--- config.mk ---
export PLATFORM = sky130hd
export DESIGN_NAME = ram_port_ctrl
export DESIGN_NICKNAME = d
export VERILOG_FILES = /design/src/rtl/ram_ctrl_pkg.sv /design/src/rtl/ram_byte_merge.sv /design/src/rtl/ram_port_ctrl.sv
export SDC_FILE = /design/constraint.sdc
export NUM_CORES = 1
export LEC_CHECK = 0
export ABC_AREA = 0
export CORE_ASPECT_RATIO = 1.1
export CORE_MARGIN = 2
export CORE_UTILIZATION = 30
export DETAILED_ROUTE_END_ITERATION = 10
export PLACE_DENSITY_LB_ADDON = 0.25
export SETUP_SLACK_MARGIN = 0.5
export SYNTH_ARGS = -nofsm -noshare
export SYNTH_HDL_FRONTEND = slang
export SYNTH_SLANG_ARGS = --single-unit
--- constraint.sdc ---
create_clock -name clk_i -period 2.1 [get_ports clk_i]
set_clock_uncertainty 0.15 [all_clocks]
set_input_delay 0.315 -clock clk_i [delete_from_list [all_inputs] [get_ports clk_i]]
set_output_delay 0.315 -clock clk_i [all_outputs]
set_load 0.01 [all_outputs]
--- src/rtl/ram_ctrl_pkg.sv ---
// ram_ctrl_pkg
// Shared types and address-map constants for the SDPRAM front-end controller.
//   state_e : controller FSM states
//   owner_e : which requester a pending transaction belongs to
//   IMEM_BASE / DMEM_BASE / MEM_END : byte address map of the 4 KB RAM
package ram_ctrl_pkg;

    typedef enum logic [1:0] {
        IDLE    = 2'd0,
        RD_WAIT = 2'd1,
        ACK     = 2'd2,
        ERR     = 2'd3
    } state_e;

    typedef enum logic {
        OWN_IF = 1'b0,
        OWN_D  = 1'b1
    } owner_e;

    localparam logic [31:0] IMEM_BASE = 32'h0000_0000;
    localparam logic [31:0] DMEM_BASE = 32'h0000_0800;
    localparam logic [31:0] MEM_END   = 32'h0000_1000;

endpackage

--- src/rtl/ram_byte_merge.sv ---
// ram_byte_merge
// Combinational byte merge used by read-modify-write stores.
//   old_i    : word currently held in the RAM
//   new_i    : store data
//   be_i     : byte enables, bit n selects new_i[8n+7:8n]
//   merged_o : word to write back
module ram_byte_merge (
    input  logic [31:0] old_i,
    input  logic [31:0] new_i,
    input  logic [3:0]  be_i,
    output logic [31:0] merged_o
);

    for (genvar b = 0; b < 4; b++) begin : g_byte
        assign merged_o[8*b +: 8] = be_i[b] ? new_i[8*b +: 8] : old_i[8*b +: 8];
    end

endmodule

--- src/rtl/ram_port_ctrl.sv ---
// ram_port_ctrl
// Arbitrates an instruction-fetch port and a data load/store port onto a
// simple dual-port RAM (one read port, one write port, registered read data).
// Enforces the imem/dmem address map and performs byte-strobed stores as
// read-modify-write. Every granted transaction gets exactly one response
// pulse in the cycle after its grant.
//   clk_i, rst_ni                  : clock, asynchronous active-low reset
//   if_req/addr_i, if_gnt/rvalid/rdata_o          : fetch port
//   d_req/we/be/addr/wdata_i, d_gnt/rvalid/rdata/err_o : data port
//   ram_cs/re/we_o, ram_raddr/waddr/wdata_o, ram_rdata_i : RAM side
module ram_port_ctrl
    import ram_ctrl_pkg::*;
#(
    parameter int ADDR_W    = 32,
    parameter int MEM_BYTES = 4096
) (
    input  logic              clk_i,
    input  logic              rst_ni,
    input  logic              if_req_i,
    input  logic [ADDR_W-1:0] if_addr_i,
    output logic              if_gnt_o,
    output logic              if_rvalid_o,
    output logic [31:0]       if_rdata_o,
    input  logic              d_req_i,
    input  logic              d_we_i,
    input  logic [3:0]        d_be_i,
    input  logic [ADDR_W-1:0] d_addr_i,
    input  logic [31:0]       d_wdata_i,
    output logic              d_gnt_o,
    output logic              d_rvalid_o,
    output logic [31:0]       d_rdata_o,
    output logic              d_err_o,
    output logic              ram_cs_o,
    output logic              ram_re_o,
    output logic              ram_we_o,
    output logic [ADDR_W-1:0] ram_raddr_o,
    output logic [ADDR_W-1:0] ram_waddr_o,
    output logic [31:0]       ram_wdata_o,
    input  logic [31:0]       ram_rdata_i
);

    localparam logic [ADDR_W-1:0] DMEM_A = ADDR_W'(DMEM_BASE);
    localparam logic [ADDR_W-1:0] END_A  = ADDR_W'(MEM_BYTES);

    function automatic logic [ADDR_W-1:0] align(input logic [ADDR_W-1:0] a);
        return {a[ADDR_W-1:2], 2'b00};
    endfunction

    state_e            state_q, state_d;
    owner_e            owner_q, owner_d;
    owner_e            last_q, last_d;
    logic              rmw_q, rmw_d;
    logic [ADDR_W-1:0] addr_q, addr_d;
    logic [31:0]       wdata_q, wdata_d;
    logic [3:0]        be_q, be_d;
    logic [31:0]       merged;

    logic if_bad, d_bad, arb_if, arb_d;

    assign if_bad = (if_addr_i >= END_A);
    assign d_bad  = (d_addr_i >= END_A) || (d_we_i && (d_addr_i < DMEM_A));

    // On contention the requester that did not win last time is served.
    assign arb_if = if_req_i && (!d_req_i || (last_q == OWN_D));
    assign arb_d  = d_req_i && (!if_req_i || (last_q == OWN_IF));

    ram_byte_merge u_merge (
        .old_i    (ram_rdata_i),
        .new_i    (wdata_q),
        .be_i     (be_q),
        .merged_o (merged)
    );

    // NOTE: every signal written below gets a default first, so no path leaves
    // one unassigned and no latch is inferred.
    always_comb begin
        state_d     = state_q;
        owner_d     = owner_q;
        last_d      = last_q;
        rmw_d       = rmw_q;
        addr_d      = addr_q;
        wdata_d     = wdata_q;
        be_d        = be_q;
        if_gnt_o    = 1'b0;
        if_rvalid_o = 1'b0;
        if_rdata_o  = '0;
        d_gnt_o     = 1'b0;
        d_rvalid_o  = 1'b0;
        d_rdata_o   = '0;
        d_err_o     = 1'b0;
        ram_cs_o    = 1'b0;
        ram_re_o    = 1'b0;
        ram_we_o    = 1'b0;
        ram_raddr_o = '0;
        ram_waddr_o = '0;
        ram_wdata_o = '0;

        unique case (state_q)
            IDLE: begin
                // Grants are combinational from the requests; qualifying with
                // rst_ni keeps every output at 0 while reset is held.
                if (rst_ni && arb_if) begin
                    if_gnt_o = 1'b1;
                    last_d   = OWN_IF;
                    owner_d  = OWN_IF;
                    rmw_d    = 1'b0;
                    if (if_bad) begin
                        state_d = ERR;
                    end else begin
                        ram_cs_o    = 1'b1;
                        ram_re_o    = 1'b1;
                        ram_raddr_o = align(if_addr_i);
                        state_d     = RD_WAIT;
                    end
                end else if (rst_ni && arb_d) begin
                    d_gnt_o = 1'b1;
                    last_d  = OWN_D;
                    owner_d = OWN_D;
                    rmw_d   = 1'b0;
                    if (d_bad) begin
                        state_d = ERR;
                    end else if (!d_we_i) begin
                        ram_cs_o    = 1'b1;
                        ram_re_o    = 1'b1;
                        ram_raddr_o = align(d_addr_i);
                        state_d     = RD_WAIT;
                    end else if (d_be_i == 4'b1111) begin
                        ram_cs_o    = 1'b1;
                        ram_we_o    = 1'b1;
                        ram_waddr_o = align(d_addr_i);
                        ram_wdata_o = d_wdata_i;
                        state_d     = ACK;
                    end else if (d_be_i == 4'b0000) begin
                        state_d = ACK;
                    end else begin
                        // Partial store: fetch the old word now, merge next cycle.
                        ram_cs_o    = 1'b1;
                        ram_re_o    = 1'b1;
                        ram_raddr_o = align(d_addr_i);
                        rmw_d       = 1'b1;
                        addr_d      = align(d_addr_i);
                        wdata_d     = d_wdata_i;
                        be_d        = d_be_i;
                        state_d     = RD_WAIT;
                    end
                end
            end
            RD_WAIT: begin
                state_d = IDLE;
                if (owner_q == OWN_IF) begin
                    if_rvalid_o = 1'b1;
                    if_rdata_o  = ram_rdata_i;
                end else begin
                    d_rvalid_o = 1'b1;
                    if (rmw_q) begin
                        ram_cs_o    = 1'b1;
                        ram_we_o    = 1'b1;
                        ram_waddr_o = addr_q;
                        ram_wdata_o = merged;
                    end else begin
                        d_rdata_o = ram_rdata_i;
                    end
                end
            end
            ACK: begin
                state_d    = IDLE;
                d_rvalid_o = 1'b1;
            end
            ERR: begin
                state_d = IDLE;
                if (owner_q == OWN_IF) begin
                    if_rvalid_o = 1'b1;
                end else begin
                    d_rvalid_o = 1'b1;
                    d_err_o    = 1'b1;
                end
            end
            default: state_d = IDLE;
        endcase
    end

    // NOTE: state registers use non-blocking assignments so every flop samples
    // the pre-edge values regardless of statement order.
    always_ff @(posedge clk_i or negedge rst_ni) begin
        if (!rst_ni) begin
            state_q <= IDLE;
            owner_q <= OWN_IF;
            last_q  <= OWN_IF;
            rmw_q   <= 1'b0;
            addr_q  <= '0;
            wdata_q <= '0;
            be_q    <= '0;
        end else begin
            state_q <= state_d;
            owner_q <= owner_d;
            last_q  <= last_d;
            rmw_q   <= rmw_d;
            addr_q  <= addr_d;
            wdata_q <= wdata_d;
            be_q    <= be_d;
        end
    end

endmodule

==> flow_metrics.env, run 1 <==
export IMPL_path_depth=8
export IMPL_syn_inst=425
export IMPL_worst_pin_slew_ns=0.922
export IMPL_overflow=0
export IMPL_viasPerCell=4.80
export IMPL_synth_area_mm2=0.00451
export IMPL_drtIter0Drc=146
export IMPL_slew_violations=0
export IMPL_top_usage_layer="met2"
export IMPL_cp_arrival_ns=2.22
export IMPL_power_density_mw_per_mm2=424
export IMPL_status="finished with violations"
export IMPL_mostFrequentLayoutCell="buf_6"
export IMPL_yosysSeqAreaShare=0.388
export IMPL_die_area_mm2=0.0160
export IMPL_crit_path_start="last_q$_DFFE_PN0P_"
export IMPL_place_ws_ns=-1.12
export IMPL_cpMostUsedCell="buf_12"
export IMPL_nFillCells=1142
export IMPL_antenna_found_initial=1
export IMPL_fin_nets=938
export IMPL_cts_hold_buffers=0
export IMPL_place_congestion=0.875
export IMPL_met2_usage=0.383
export IMPL_drv_cap=0
export IMPL_period_share=1.28
export IMPL_reg2reg_from="last_q$_DFFE_PN0P_"
export IMPL_die_h_um=133
export IMPL_via_count=4807
export IMPL_crit_chain="o211ai_1 -> nor3b_4 -> and3_4 -> buf_12 -> buf_12 -> buf_12 -> o2bb2ai_2 -> buf_2"
export IMPL_cp_num_buf_inv=4
export IMPL_final_cell_count_no_fill=1002
export IMPL_grt_pass1_vias=4878
export IMPL_irDropWorstVdd_mv=0.289
export IMPL_post_place_cells=913
export IMPL_row_count=47
export IMPL_setup_viol=205
export IMPL_antenna_left=0
export IMPL_wl_mm=19.8
export IMPL_cp_end_kind="primary output"
export IMPL_use_met3=0.0435
export IMPL_htree_levels=3
export IMPL_ys_ff_latch=70
export IMPL_crit_end="ram_wdata_o[25]"
export IMPL_rrSetupSlack_ns=-0.41
export IMPL_cp_start_kind="flip-flop"
export IMPL_wl_per_cell_um=19.8
export IMPL_critPathMaxFanout=8
export IMPL_grt_max_degree=71
export IMPL_finalHoldViolCount=0
export IMPL_area_growth_pct=116
export IMPL_grt_total_usage=0.212
export IMPL_cts_max_path_buffers=2
export IMPL_io_buffers=276
export IMPL_setup_tns_final_ns=-66.72
export IMPL_clkSinkCount=70
export IMPL_slew_limit_headroom=0.386
export IMPL_numCtsBuffers=9
export IMPL_worstSetupPathType="reg -> out"
export IMPL_p_leak_nw=4.61
export IMPL_ys_types=35
export IMPL_rr_worst_depth=10
export IMPL_cts_tree="built"
export IMPL_final_cell_mix="buf_6, clkdlybuf4s50_1, dfrtp_1"
export IMPL_initial_utilization=0.303
export IMPL_r2r_end="wdata_q[10]$_DFFE_PN0P_"
export IMPL_die_w_um=121
export IMPL_cp_required_ns=1.63
export IMPL_use_met1=0.255
export IMPL_n_antenna_cell=0
export IMPL_ys_warn_count=0
export IMPL_fin_crit_ns=2.68
export IMPL_synth_area_per_cell_um2=10.6
export IMPL_max_freq_mhz=373
export IMPL_violations="setup timing"
export IMPL_crit_path_top_delay_cell="dfrtp_1"
export IMPL_slowest_delay_ns=0.41
export IMPL_coreArea_mm2=0.0149
export IMPL_clk_pin_slew_ns=0.06
export IMPL_drcViolationCount=0
export IMPL_cpLargestDelayFamily="simple AND/OR/NAND/NOR gates"
export IMPL_io_pins=305
export IMPL_first_pass_iters=4
export IMPL_hpwlAfterDp_mm=12.0
export IMPL_cts_root_buf="clkbuf_16"
export IMPL_hold_class="in -> reg"
export IMPL_setup_slack_ns=-0.583
export IMPL_clk_latency_ns=0.33
export IMPL_drive_gt1_frac=0.576
export IMPL_rsz0062_at_grt="true"
export IMPL_grt_pass1_wl_mm=26.8
[power by group]
part | internal [mW] | switching, mW | total [mW]
Clock | 0.984 | 0.585 | 1.57
Combinational | 0.699 | 0.494 | 1.19
Sequential | 1.36 | 0.00917 | 1.37
Total | 3.04 | 1.09 | 4.13
[flip-flops by register name (all words and copies together) (netlist names)]
name / cells
state_q: 2
addr_q: 30
be_q: 4
rmw_q: 1
wdata_q: 32
last_q: 1
[timing repair]
item,in CTS,in global routing
gates cloned,11,5
setup buffers,27,30
endpoints found under the setup margin,213,213
pin swaps,34,22
gates resized for setup,526,358
[synth_stat cells]
| master | count | area share |
|---|---|---|
| a211oi_1 | 1 | 0.0017 |
| a21o_1 | 1 | 0.0017 |
| a21oi_1 | 2 | 0.0022 |
| a22o_1 | 9 | 0.017 |
| a31oi_1 | 1 | 0.0014 |
| a32o_1 | 1 | 0.0022 |
| a32oi_2 | 1 | 0.0036 |
| and2_1 | 65 | 0.090 |
| and3_1 | 22 | 0.031 |
| and3_4 | 1 | 0.0025 |
| buf_1 | 4 | 0.0033 |
| buf_12 | 2 | 0.0089 |
| buf_2 | 7 | 0.0078 |
| buf_4 | 27 | 0.045 |
| buf_8 | 1 | 0.0033 |
| clkbuf_1 | 14 | 0.012 |
| conb_1 | 1 | 0.00083 |
| dfrtp_1 | 70 | 0.39 |
| inv_1 | 4 | 0.0033 |
| mux2_2 | 26 | 0.065 |
| mux2_4 | 19 | 0.063 |
| mux2i_1 | 42 | 0.093 |
| nand2_1 | 9 | 0.0075 |
| nand4_1 | 2 | 0.0028 |
| nor2_1 | 17 | 0.014 |
| nor2b_1 | 22 | 0.031 |
| nor3_1 | 3 | 0.0033 |
| nor3b_4 | 1 | 0.0042 |
| nor4_1 | 9 | 0.012 |
| nor4_2 | 1 | 0.0028 |
| o2111ai_1 | 1 | 0.0019 |
| o211ai_1 | 3 | 0.0050 |
| o2bb2ai_1 | 32 | 0.062 |
| or2_2 | 2 | 0.0028 |
| or4_1 | 2 | 0.0033 |
[per-layer routing]
metal | vias to the layer above | wire [µm]
li1 | 2219 | -
met3 | 22 | 1030
met5 | - | 13
met4 | 2 | 288
met1 | 2388 | 7980
met2 | 176 | 10500
[per-stage QoR]
| stage | total power [mW] | area, µm² | util | hold slack [ns] |
|---|---|---|---|---|
| finish | 4.13 | 9750 | 0.656 | 0.153 |
| global route | 4.29 | 9750 | 0.656 | 0.158 |
| CTS | 3.93 | 8720 | 0.586 | 0.135 |
| detailed placement | 2.24 | 7880 | 0.530 | 0.308 |
| global placement | 2.22 | 7880 | 0.530 | 0.303 |
| floorplan | 1.66 | 4780 | - | -0.131 |
[cell type report]
type / instances / area (µm²) / share of cell area
flip-flops and latches: 70 / 1750 / 0.180
well taps: 196 / 245 / 0.0251
multi-input cells: 319 / 3280 / 0.336
repair buffers: 397 / 4150 / 0.425
inverters: 4 / 17.5 / 0.00180
clock buffers: 11 / 253 / 0.0259
clock inverters: 5 / 56.3 / 0.00577
[kinds of logic (layout without fill, tap and decap cells)]
group                  count (synthesis)  count (layout)  synth area share
flip-flops                            70              70             0.388
buffers and inverters                 59             417            0.0832
multiplexers                          87              87             0.221
other                                  1              24          0.000831
AO/OA/AOI/OAI                         52              52            0.0993
AND/OR/NAND/NOR                      156             156             0.207
[worst min-delay path by stage]
stage | startpoint | end | slack (ns) | cells past startpoint
4_1_cts | d_be_i[1] | be_q[1]$_DFFE_PN0P_ | 0.14 | 2
3_3_place_gp | addr_q[11]$_DFFE_PN0P_ | addr_q[11]$_DFFE_PN0P_ | 0.30 | 1
6_report | d_be_i[1] | be_q[1]$_DFFE_PN0P_ | 0.15 | 2
3_5_place_dp | addr_q[11]$_DFFE_PN0P_ | addr_q[11]$_DFFE_PN0P_ | 0.31 | 1
2_1_floorplan | rst_ni | addr_q[10]$_DFFE_PN0P_ | -0.13 | 0
5_1_grt | d_be_i[1] | be_q[1]$_DFFE_PN0P_ | 0.16 | 2
(Power assumes the default switching activity.)
==> run 2, diff against run 1 <==
--- a/config.mk
+++ b/config.mk
@@ -8,7 +8,7 @@
 export ABC_AREA = 0
 export CORE_ASPECT_RATIO = 1.1
 export CORE_MARGIN = 2
-export CORE_UTILIZATION = 30
+export CORE_UTILIZATION = 33
 export DETAILED_ROUTE_END_ITERATION = 10
 export PLACE_DENSITY_LB_ADDON = 0.25
 export SETUP_SLACK_MARGIN = 0.5
==> run 2 against run 1 <==
  * The run still ends with setup timing left
  * Cell count fell by 0.40%
  * Core utilization rose by 12 points
  * Routed wire length rose by 5.2%
  * Hold slack improved by 0.012 ns
  * Critical endpoint is now ram_wdata_o[13]
  * Largest cell class unchanged
  * Highest routed layer is now met4
==> flow_metrics.env, run 2 (synthesis results as in run 1) <==
export IMPL_cp_required_ns=1.63
export IMPL_critPathMaxFanout=8
export IMPL_reg_largest_list="wdata_q x32, addr_q x30, be_q x4"
export IMPL_via_count=4952
export IMPL_grt_pass1_vias=5116
export IMPL_power_density_mw_per_mm2=404
export IMPL_largest_register_ffs=32
export IMPL_violations="setup timing"
export IMPL_hpwlAfterDp_mm=11.8
export IMPL_coreArea_mm2=0.0133
export IMPL_hold_slack_ns=0.165
export IMPL_drv_cap=0
export IMPL_slew_limit_headroom=0.380
export IMPL_final_cell_mix="buf_6, clkdlybuf4s50_1, dfrtp_1"
export IMPL_initial_utilization=0.340
export IMPL_n_antenna_cell=0
export IMPL_clkSinkCount=70
export IMPL_cp_arrival_ns=2.04
export IMPL_htree_levels=3
export IMPL_cts_root_buf="clkbuf_16"
export IMPL_slew_violations=0
export IMPL_finalHoldViolCount=0
export IMPL_post_place_cells=901
export IMPL_antenna_left=0
export IMPL_hold_class="in -> async"
export IMPL_cts_max_path_buffers=2
export IMPL_area_growth_pct=129
export IMPL_io_buffers=276
export IMPL_drcViolationCount=0
export IMPL_drive_gt1_frac=0.620
export IMPL_nFillCells=798
export IMPL_worstSetupPathType="reg -> out"
export IMPL_row_count=44
export IMPL_rsz0062_at_grt="true"
export IMPL_max_freq_mhz=400
export IMPL_grt_total_usage=0.263
export IMPL_cts_tree="built"
export IMPL_die_area_mm2=0.0146
export IMPL_finalCoreUtilization=0.779
export IMPL_status="finished with violations"
export IMPL_die_w_um=115
export IMPL_wl_mm=20.9
export IMPL_drtIter0Drc=146
export IMPL_grt_max_degree=71
export IMPL_mostFrequentLayoutCell="buf_6"
export IMPL_die_h_um=127
export IMPL_final_cell_area_mm2=0.0103
export IMPL_place_area_mm2=0.00785
export IMPL_clk_pin_slew_ns=0.06
export IMPL_irDropWorstVdd_mv=0.347
export IMPL_p_leak_nw=4.78
export IMPL_setup_viol=195
export IMPL_overflow=0
export IMPL_worst_pin_slew_ns=0.931
export IMPL_clk_latency_ns=0.34
export IMPL_first_pass_iters=4
export IMPL_wl_per_cell_um=20.9
export IMPL_setup_slack_ns=-0.400
export IMPL_cp_end_kind="primary output"
export IMPL_fin_nets=946
export IMPL_period_share=1.19
export IMPL_grt_pass1_wl_mm=29.4
export IMPL_viasPerCell=4.96
export IMPL_antenna_found_initial=0
export IMPL_cp_start_kind="flip-flop"
export IMPL_fin_crit_ns=2.50
export IMPL_io_pins=305
export IMPL_place_congestion=0.898
export IMPL_final_cell_count_no_fill=998
export IMPL_numCtsBuffers=9
export IMPL_regMostFlops="wdata_q"
==> run 2: timing repair <==
action,4_1_cts,5_1_grt
hold buffers,0,0
buffers inserted,50,12
gates cloned,18,1
setup endpoints to repair,213,213
resized for setup,841,198
pin swaps,63,27
==> run 2: report_power, final <==
group	leakage (nW)	total, mW	switching, mW	internal [mW]
registers	0.974	1.37	0.00894	1.36
clock network	0.138	1.46	0.601	0.862
logic	3.67	1.34	0.537	0.805
==> run 2: area by class of cell <==
cell class,count,area [µm²],share of cell area
Sequential cell,70,1750,0.170
Clock buffer,11,253,0.0245
Clock inverter,5,33.8,0.00327
Timing Repair Buffer,405,4540,0.440
Inverter,4,17.5,0.00170
Tap cell,184,230,0.0223
Multi-Input combinational cell,319,3500,0.339
==> run 2: final timing paths <==
kind | endpoint | cells after the start | from | slack, ns
worst max-delay path | ram_wdata_o[13] | 7 | last_q$_DFFE_PN0P_ | -0.40
worst min-delay path | state_q[0]$_DFFE_PN0P_ | 3 | rst_ni | 0.17
worst max register to register | wdata_q[26]$_DFFE_PN0P_ | 10 | last_q$_DFFE_PN0P_ | -0.29
worst min register to register | addr_q[12]$_DFFE_PN0P_ | 1 | addr_q[12]$_DFFE_PN0P_ | 0.36
max in group asynchronous | addr_q[9]$_DFFE_PN0P_ | 3 | rst_ni | 1.00
min in group clk_i | be_q[0]$_DFFE_PN0P_ | 2 | d_be_i[0] | 0.29
==> run 2: critical path, cell delays in order, from the launching register on <==
cell and delay [ns]:
dfrtp_1 0.40, o211ai_1 0.22, nor3b_4 0.24, and3_4 0.24, buf_12 0.16, buf_16 0.16
o2bb2ai_2 0.12, buf_2 0.16
==> run 2: through the flow <==
step | power, mW | setup WS (ns) | setup TNS (ns)
6_report | 4.17 | -0.400 | -49.27
5_1_grt | 4.32 | -0.484 | -63.42
4_1_cts | 4.03 | -0.390 | -47.08
3_5_place_dp | 2.24 | -1.02 | -102.04
3_3_place_gp | 2.22 | -1.00 | -95.16
2_1_floorplan | 1.66 | -0.0633 | -3.43
==> run 2: per-layer routing <==
layer	vias to the layer above	routed length [µm]	track usage
li1	2245	-	-
met2	214	11300	0.471
met4	0	536	0.0872
met3	39	1200	0.0535
met1	2454	7800	0.309
met5	-	0	0
